--- config.mk ---
export PLATFORM = sky130hd
export DESIGN_NAME = sr_latch_sequencer
export DESIGN_NICKNAME = d
export VERILOG_FILES = /design/src/rtl/sr_latch_sequencer.sv
export SDC_FILE = /design/constraint.sdc
export NUM_CORES = 1
export LEC_CHECK = 0
export ABC_AREA = 1
export CORE_MARGIN = 5
export CORE_UTILIZATION = 53
export CTS_CLUSTER_DIAMETER = 150
export CTS_CLUSTER_SIZE = 30
export DETAILED_ROUTE_END_ITERATION = 16
export GPL_ROUTABILITY_DRIVEN = 0
export HOLD_SLACK_MARGIN = 0.15
export PLACE_DENSITY = 0.81
export SLEW_MARGIN = 20
export SYNTH_ARGS = -nofsm -noshare
export SYNTH_HDL_FRONTEND = slang
export SYNTH_SLANG_ARGS = --single-unit
--- constraint.sdc ---
create_clock -name clk -period 2.27 [get_ports clk]
set_input_delay 0.3405 -clock clk [delete_from_list [all_inputs] [get_ports clk]]
set_output_delay 0.3405 -clock clk [all_outputs]
set_load 0.02 [all_outputs]
--- src/rtl/sr_latch_sequencer.sv ---
// Round-robin owner of one cross-coupled NAND set/reset latch: issues active-low
// set/reset pulses with recovery gaps, confirms each operation by readback, acks requesters.
module sr_latch_sequencer #(
  parameter int N_REQ   = 4,
  parameter int PULSE_W = 2,
  parameter int GAP_W   = 1,
  parameter int IDW     = $clog2(N_REQ)
) (
  input  logic             clk,
  input  logic             rst_n,
  input  logic [N_REQ-1:0] req,
  input  logic [N_REQ-1:0] op,
  output logic [N_REQ-1:0] ack,
  output logic             s_n,
  output logic             r_n,
  input  logic             q_in,
  output logic             busy,
  output logic             err,
  output logic [IDW-1:0]   err_id,
  input  logic             err_clr
);

  typedef enum logic [2:0] {
    S_INIT, S_IDLE, S_PULSE, S_RECOVER, S_CHECK, S_ACK
  } state_t;

  localparam logic [3:0]     PW_LAST  = 4'(PULSE_W - 1);
  localparam logic [3:0]     GW_LAST  = 4'(GAP_W - 1);
  localparam logic [IDW-1:0] LAST_RST = IDW'(N_REQ - 1);

  state_t           state_q, state_d;
  logic [3:0]       cnt_q, cnt_d;
  logic [IDW-1:0]   last_q, last_d;
  logic [IDW-1:0]   grant_q, grant_d;
  logic             op_q, op_d;
  logic             from_init_q, from_init_d;
  logic             s_n_q, s_n_d, r_n_q, r_n_d;
  logic             busy_q, busy_d;
  logic             err_q, err_d;
  logic [IDW-1:0]   err_id_q, err_id_d;
  logic [N_REQ-1:0] ack_q, ack_d;
  logic             found;
  logic [IDW-1:0]   pick;

  function automatic logic [IDW-1:0] rr_idx(input logic [IDW-1:0] base, input int off);
    int s;
    s = int'(base) + off;
    if (s >= N_REQ) s = s - N_REQ;
    return IDW'(s);
  endfunction

  // First requesting index strictly after the last grant, wrapping around.
  always_comb begin
    found = 1'b0;
    pick  = '0;
    for (int i = 1; i <= N_REQ; i++) begin
      if (!found && req[rr_idx(last_q, i)]) begin
        found = 1'b1;
        pick  = rr_idx(last_q, i);
      end
    end
  end

  always_comb begin
    state_d     = state_q;
    cnt_d       = cnt_q;
    last_d      = last_q;
    grant_d     = grant_q;
    op_d        = op_q;
    from_init_d = from_init_q;
    err_d       = err_q;
    err_id_d    = err_id_q;
    if (err_clr) err_d = 1'b0;

    case (state_q)
      S_INIT: begin
        if (cnt_q == PW_LAST) begin
          state_d     = S_RECOVER;
          cnt_d       = '0;
          from_init_d = 1'b1;
        end else begin
          cnt_d = cnt_q + 4'd1;
        end
      end
      S_IDLE: begin
        // ack_q still high means the acked requester has not yet had a chance to drop req.
        if (found && ack_q == '0) begin
          grant_d = pick;
          op_d    = op[pick];
          cnt_d   = '0;
          state_d = (q_in == op[pick]) ? S_ACK : S_PULSE;
        end
      end
      S_PULSE: begin
        if (cnt_q == PW_LAST) begin
          state_d     = S_RECOVER;
          cnt_d       = '0;
          from_init_d = 1'b0;
        end else begin
          cnt_d = cnt_q + 4'd1;
        end
      end
      S_RECOVER: begin
        if (cnt_q == GW_LAST) begin
          state_d = from_init_q ? S_IDLE : S_CHECK;
          cnt_d   = '0;
        end else begin
          cnt_d = cnt_q + 4'd1;
        end
      end
      S_CHECK: begin
        if (q_in != op_q) begin
          err_d    = 1'b1;
          err_id_d = grant_q;
        end
        state_d = S_ACK;
      end
      S_ACK: begin
        last_d  = grant_q;
        state_d = S_IDLE;
      end
      default: state_d = S_INIT;
    endcase

    // Drives follow the current state one cycle late; s_n and r_n are never both low.
    s_n_d  = !(state_q == S_PULSE && op_q);
    r_n_d  = !((state_q == S_PULSE && !op_q) || state_q == S_INIT);
    ack_d  = '0;
    if (state_q == S_ACK) ack_d[grant_q] = 1'b1;
    busy_d = (state_d != S_IDLE);
  end

  always_ff @(posedge clk or negedge rst_n) begin
    if (!rst_n) begin
      state_q     <= S_INIT;
      cnt_q       <= '0;
      last_q      <= LAST_RST;
      from_init_q <= 1'b1;
      s_n_q       <= 1'b1;
      r_n_q       <= 1'b1;
      busy_q      <= 1'b1;
      err_q       <= 1'b0;
      err_id_q    <= '0;
      ack_q       <= '0;
    end else begin
      state_q     <= state_d;
      cnt_q       <= cnt_d;
      last_q      <= last_d;
      from_init_q <= from_init_d;
      s_n_q       <= s_n_d;
      r_n_q       <= r_n_d;
      busy_q      <= busy_d;
      err_q       <= err_d;
      err_id_q    <= err_id_d;
      ack_q       <= ack_d;
    end
  end

  always_ff @(posedge clk) begin
    grant_q <= grant_d;
    op_q    <= op_d;
  end

  assign ack    = ack_q;
  assign s_n    = s_n_q;
  assign r_n    = r_n_q;
  assign busy   = busy_q;
  assign err    = err_q;
  assign err_id = err_id_q;

endmodule

== Word-level counts from Yosys, hierarchy flattened ==
Cells that the tools add are included.
Storage, ports and cells
  logic and storage cells: 109
  output and inout bits: 10
  input bits: 12
  bits in registers: 23
Cells by class
  equal/unequal tests: 12
  muxes and demuxes: 41
  $lt $le $gt $ge: 11
  add/sub/neg operators: 9
  reductions and logical operators: 24
Operator list (count)
  2-bit by 3-bit < comparator with 1-bit output (second input constant): 6
  2-bit 2-to-1 mux: 8
  4-bit 2-to-1 mux: 4
  1-bit 2-to-1 mux: 15
  3-bit 2-to-1 mux: 5
  3-bit one-hot mux with 5 select lines: 1
  4-bit one-hot mux with 3 select lines: 1
  1-bit binary-select mux with 2-bit select: 5
  3-bit >= comparator (second input constant): 3
  4-bit zero test: 2
  2-bit by 1-bit subtractor with 2-bit output (second input constant): 4
  1-bit logical AND: 7
  2-bit by 2-bit adder with 3-bit output (second input constant): 2
  3-bit by 2-bit equality test with 1-bit output (second input constant): 2
  3-bit equality test (second input constant): 2
  1-bit zero test: 6
  2-bit inequality test (second input constant): 3
  2-bit AND reduction: 3
  2-bit by 3-bit adder with 4-bit output (second input constant): 1
  4-bit by 1-bit adder with 4-bit output (second input constant): 1
  4-bit by 1-bit equality test with 1-bit output (second input constant): 1
  4-bit by 3-bit >= comparator with 1-bit output (second input constant): 1
  2-bit by 1-bit adder with 3-bit output (second input constant): 1
  3-bit by 1-bit equality test with 1-bit output (second input constant): 1
  12 further kinds: 12

== Logic depth before layout (Yosys ltp) ==
  depth after elaboration: 22
  gate-level depth with buffers: 19
  mapped depth without buffers: 18

== Least setup slack after synthesis ==
No wires, ideal clock.
  path kind: reg2reg
  start: register last_q[0]
  end: register busy_q (netlist: busy)
  library setup time: 76 ps
  arrival: 1750 ps
  data required time: 2194 ps
  path buffers: 1
  clock period less this slack: 1826 ps
  slack: 444 ps
  stages on the path, launching flop included: 19
  cells stage by stage: dfstp_2 > buf_6 > inv_8 > nand2_4 > nand2_2 > nand2_1 > nand2_2 > nor2_4 > nand3_2 > nand3_2 > nand2_2 > nand2_1 > nand2_1 > nand3_2 > nand2_1 > nand2_1 > nand2_2 > nor2_2 > nand2_1
Between the ends
  word-level cells in the longest chain between the ends: 22
  elaborated cells on any way between the ends: 46
  classes of those cells: 8 x add/sub; 4 x order compare; 2 x eq/ne; 25 x mux; 7 x reduce/logical
Ends and longest elaborated chain
  start: declaration: line 33  | logic [IDW-1:0] last_q, last_d;
  start signal: assignment: line 148  | last_q <= last_d;
  2-bit by 1-bit adder with 3-bit output: line 47  | s = int'(base) + off;
  3-bit >= comparator or 2-bit by 1-bit subtractor with 2-bit output (tied branches): line 48  | if (s >= N_REQ) s = s - N_REQ;
  2-bit 2-to-1 mux: line 48
  1-bit binary-select mux with 2-bit select: line 57  | if (!found && req[rr_idx(last_q, i)]) begin
  1-bit 2-to-1 mux (not written as such): line 57
  1-bit 2-to-1 mux: line 57
  1-bit zero test: line 57
  1-bit logical AND: line 57
  (+8 left out)
  1-bit 2-to-1 mux (not written as such): line 91  | state_d = (q_in == op[pick]) ? S_ACK : S_PULSE;
  1-bit equality test: line 91
  3-bit 2-to-1 mux: line 91
  3-bit 2-to-1 mux *: line 87  | if (found && ack_q == '0) begin
  3-bit one-hot mux with 5 select lines *: line 75  | case (state_q)
  named net state_d[1]: line 31  | state_t state_q, state_d;
  3-bit by 1-bit inequality test with 1-bit output *: line 130  | busy_d = (state_d != S_IDLE);
  named net busy_d: line 38  | logic busy_q, busy_d;
  end signal: assignment: line 152  | busy_q <= busy_d;
  end: declaration: line 38
Mark *: on every way through the listed nets, which the timed path passes. The rest lies on a longest branch. The select of a mux whose other input is x is not followed.
A chain may end at the register's enable or synchronous reset.

== Worst setup path after layout ==
Ends and elaborated chain as after synthesis.

==> flow_summary_export.csv <==
group,metric,value,unit
pwr,leakagePower,0.8259,nW
logic_synthesis,ys_seq_area_frac,0.4167,
clock_network,cts_buffers,3,
timing,hold_slack,0.3615,ns
timing,rsz0062_at_grt,"no",
placement,port_buffers,21,
detailed_routing,route.vias.total,1218,
run_status,status,"completed",
layout,final_cell_mix,"41 x nand2_1, 21 x inv_1, 21 x clkdlybuf4s50_1",
timing,slew_headroom,0.7264,
logic_synthesis,ys_ff_latch,23,
clock_network,cts_root_buf,"clkbuf_4",
placement,hpwlAfterDp,2313,um
logic_synthesis,synth_area,1435,um2
worst_setup_path,cpMaxStageDelayCell,"dfstp_4",
layout,drive_above_1_share,0.2398,
layout,nets,212,
floorplanning,pin_count,22,
pwr,power_frac_clock,0.076,
worst_setup_path,critical_path_class,"flop to flop",
timing,worst_pin_slew,0.4084,ns
floorplanning,initial_core_util,0.5689,
grt,antenna_found_initial,0,
logic_synthesis,yosysWarningCount,0,
worst_setup_path,cp.buffers_inverters,1,
grt,grt-ovfl-total,0,
floorplanning,die-area,3848,um2
worst_setup_path,max_stage_delay,0.73,ns
floorplanning,die_width,62.04,um
timing,finalSetupViolations,0,
clock_network,insertion_delay,0.31,ns
detailed_routing,wire_per_inst,12.49,um
timing,final_max_slew_viol_count,0,
grt,grt_max_degree,21,
worst_setup_path,r2r-start,"last_q[0]$_DFFE_PN1P_",
layout,syn_to_final_growth,18.92,%
worst_setup_path,path_common_cell,"nand2_1",
pwr,power.switching,1.183,mW
detailed_routing,dr.pass1.iters,4,
timing,clock.fmax,485.4,MHz
grt,grt_pass1_wl,4802,um
layout,fin_util,0.6766,
logic_synthesis,synth_top_area_share,0.2441,
logic_synthesis,syn_nets,187,
pwr,max-vdd-ir-drop,0.8922,mV
worst_setup_path,critPathLaunch,"last_q[0]$_DFFE_PN1P_",
detailed_routing,drt_iter0_drc,67,
pwr,p_per_area,1423,nW/um2
timing,period_share,0.9075,
detailed_routing,drcViolationCount,0,
pwr,intPower,1.246,mW
timing,finalHoldViolCount,0,
clock_network,post_cts_resized,0,
logic_synthesis,synth.distinct_cells,32,
detailed_routing,viasPerCell,5.389,
worst_setup_path,critPathTopFamily,"simple AND/OR/NAND/NOR gates",
pwr,swShare,0.4869,
pwr,seqPwrFrac,0.329,
timing,skew,0.002511,ns
pwr,finalPower,2.429,mW
timing,period_minus_slack,2.060,ns
clock_network,cts.hold.buffers_added,0,
job,cap_violations,0,
grt,grt_pass1_vias,1131,
detailed_routing,wirelength,2822,um
layout,n_fill_cell,220,
worst_setup_path,worstPathRequired,2.53,ns
clock_network,cts_tree,"yes",
timing,fin_ws,0.2099,ns
worst_setup_path,cp_max_fo,9,
floorplanning,die_h,62.04,um
worst_setup_path,critPathArrivalTime,2.32,ns
pwr,combPwrFrac,0.595,
clock_network,clk_pin_slew,0.12,ns
grt,grt_util_all_layers,0.1682,
layout,final_common_cell,"nand2_1",
layout,antennaDiodeCount,0,
min_path,hold_path.class,"input pin to async pin",
detailed_routing,postRouteAntennaNets,0,
floorplanning,floorplan.rows,18,
worst_setup_path,crit_path_start_kind,"flop",
logic_synthesis,synth.area.top_cells,"dfrtp_1 24%, dfstp_2 11%, nand2_1 11%",
floorplanning,core,2522,um2
logic_synthesis,yosys.area.top_type,"dfrtp_1",
placement,place_ws,0.08126,ns
clock_network,cts_num_sinks,23,
worst_setup_path,crit_path_cell_trace,"inv_8 -> nand2_4 -> nand2_2 -> nand2_1 -> nand2_2 -> nor2_4 -> nand3_2 -> nand3_2 -> nand2_2 -> nand2_1 -> nand2_1 -> nand3_2 -> nand2_1 -> nand2_1 -> nand2_2 -> nor2_2 -> nand2_1",
clock_network,post_cts_buffers,0,
logic_synthesis,syn_area_per_cell,8.344,um2
clock_network,ctsLongestPathBuffers,2,
timing,setup_tns,0,ns
worst_setup_path,end_kind,"flop",
clock_network,htree_levels,1,
logic_synthesis,syn_inst,172,
path summary, 6_finish.rpt:
kind,endpoint,slack [ns],cells after the start
max,busy$_DFF_PN1_,0.21,17
min,ack[1]$_DFF_PN0_,0.36,2
max reg2reg,busy$_DFF_PN1_,0.21,17
min reg2reg,s_n$_DFF_PN1_,0.49,1
max in group asynchronous,s_n$_DFF_PN1_,1.65,2
min in group clk,s_n$_DFF_PN1_,0.49,1
registers in the layout (all words and copies together) (netlist names), 2 cells and up:
name	flops
ack	4
last_q	2
grant_q	2
state_q	3
err_id	2
cnt_q	4
logic make-up after synthesis:
group / after synthesis / share of synthesized area
buffers and inverters: 26 / 0.07847
AND/OR/NAND/NOR: 100 / 0.3880
adder cells (fa/ha/maj): 3 / 0.02616
multiplexers: 1 / 0.007846
flip-flops: 23 / 0.4167
XOR/XNOR: 3 / 0.01831
AO/OA/AOI/OAI: 16 / 0.06452
cells in the mapped netlist (all sizes together):
| library cell | number |
|---|---|
| a211oi | 1 |
| a21oi | 3 |
| a31oi | 1 |
| buf | 1 |
| clkbuf | 1 |
| dfrtp | 14 |
| dfstp | 6 |
| edfxtp | 3 |
| ha | 3 |
| inv | 24 |
| mux2 | 1 |
| nand2 | 63 |
| nand3 | 16 |
| nand4 | 3 |
| nor2 | 12 |
| nor3 | 3 |
| nor3b | 1 |
| nor4 | 2 |
| o21a | 1 |
| o21ai | 8 |
| o21bai | 1 |
| o2bb2ai | 1 |
| xor2 | 3 |
through the flow:
stage          area (um2)  instances
2_1_floorplan        1435        172
3_3_place_gp         1675        222
3_5_place_dp         1675        222
4_1_cts              1703        226
5_1_grt              1707        226
6_report             1707        226
final cells by class:
type                    count  area, um2  share of cell area
multi-input cells         123      724.4              0.4245
flip-flops and latches     23      601.8              0.3526
repair buffers             22      217.7              0.1276
inverters                  24      97.59             0.05718
well taps                  30      37.54             0.02199
clock buffers               3      22.52             0.01320
clock inverters             1      5.005            0.002933
metal layers:
metal	vias up	part of all wire	track usage
li1	601	-	-
met5	-	0	0
met2	45	0.47	0.2766
met1	568	0.45	0.2261
met4	0	0.0099	0.04242
met3	4	0.065	0.03512
power groups by stage:
stage,registers [mW],logic [mW],clock network [mW]
floorplan,0.792,1.12,0
global placement,0.793,1.38,0
detailed placement,0.802,1.44,0
CTS,0.793,1.45,0.188
global route,0.825,1.61,0.203
finish,0.800,1.45,0.184
Power figures use the tool's default switching activity.
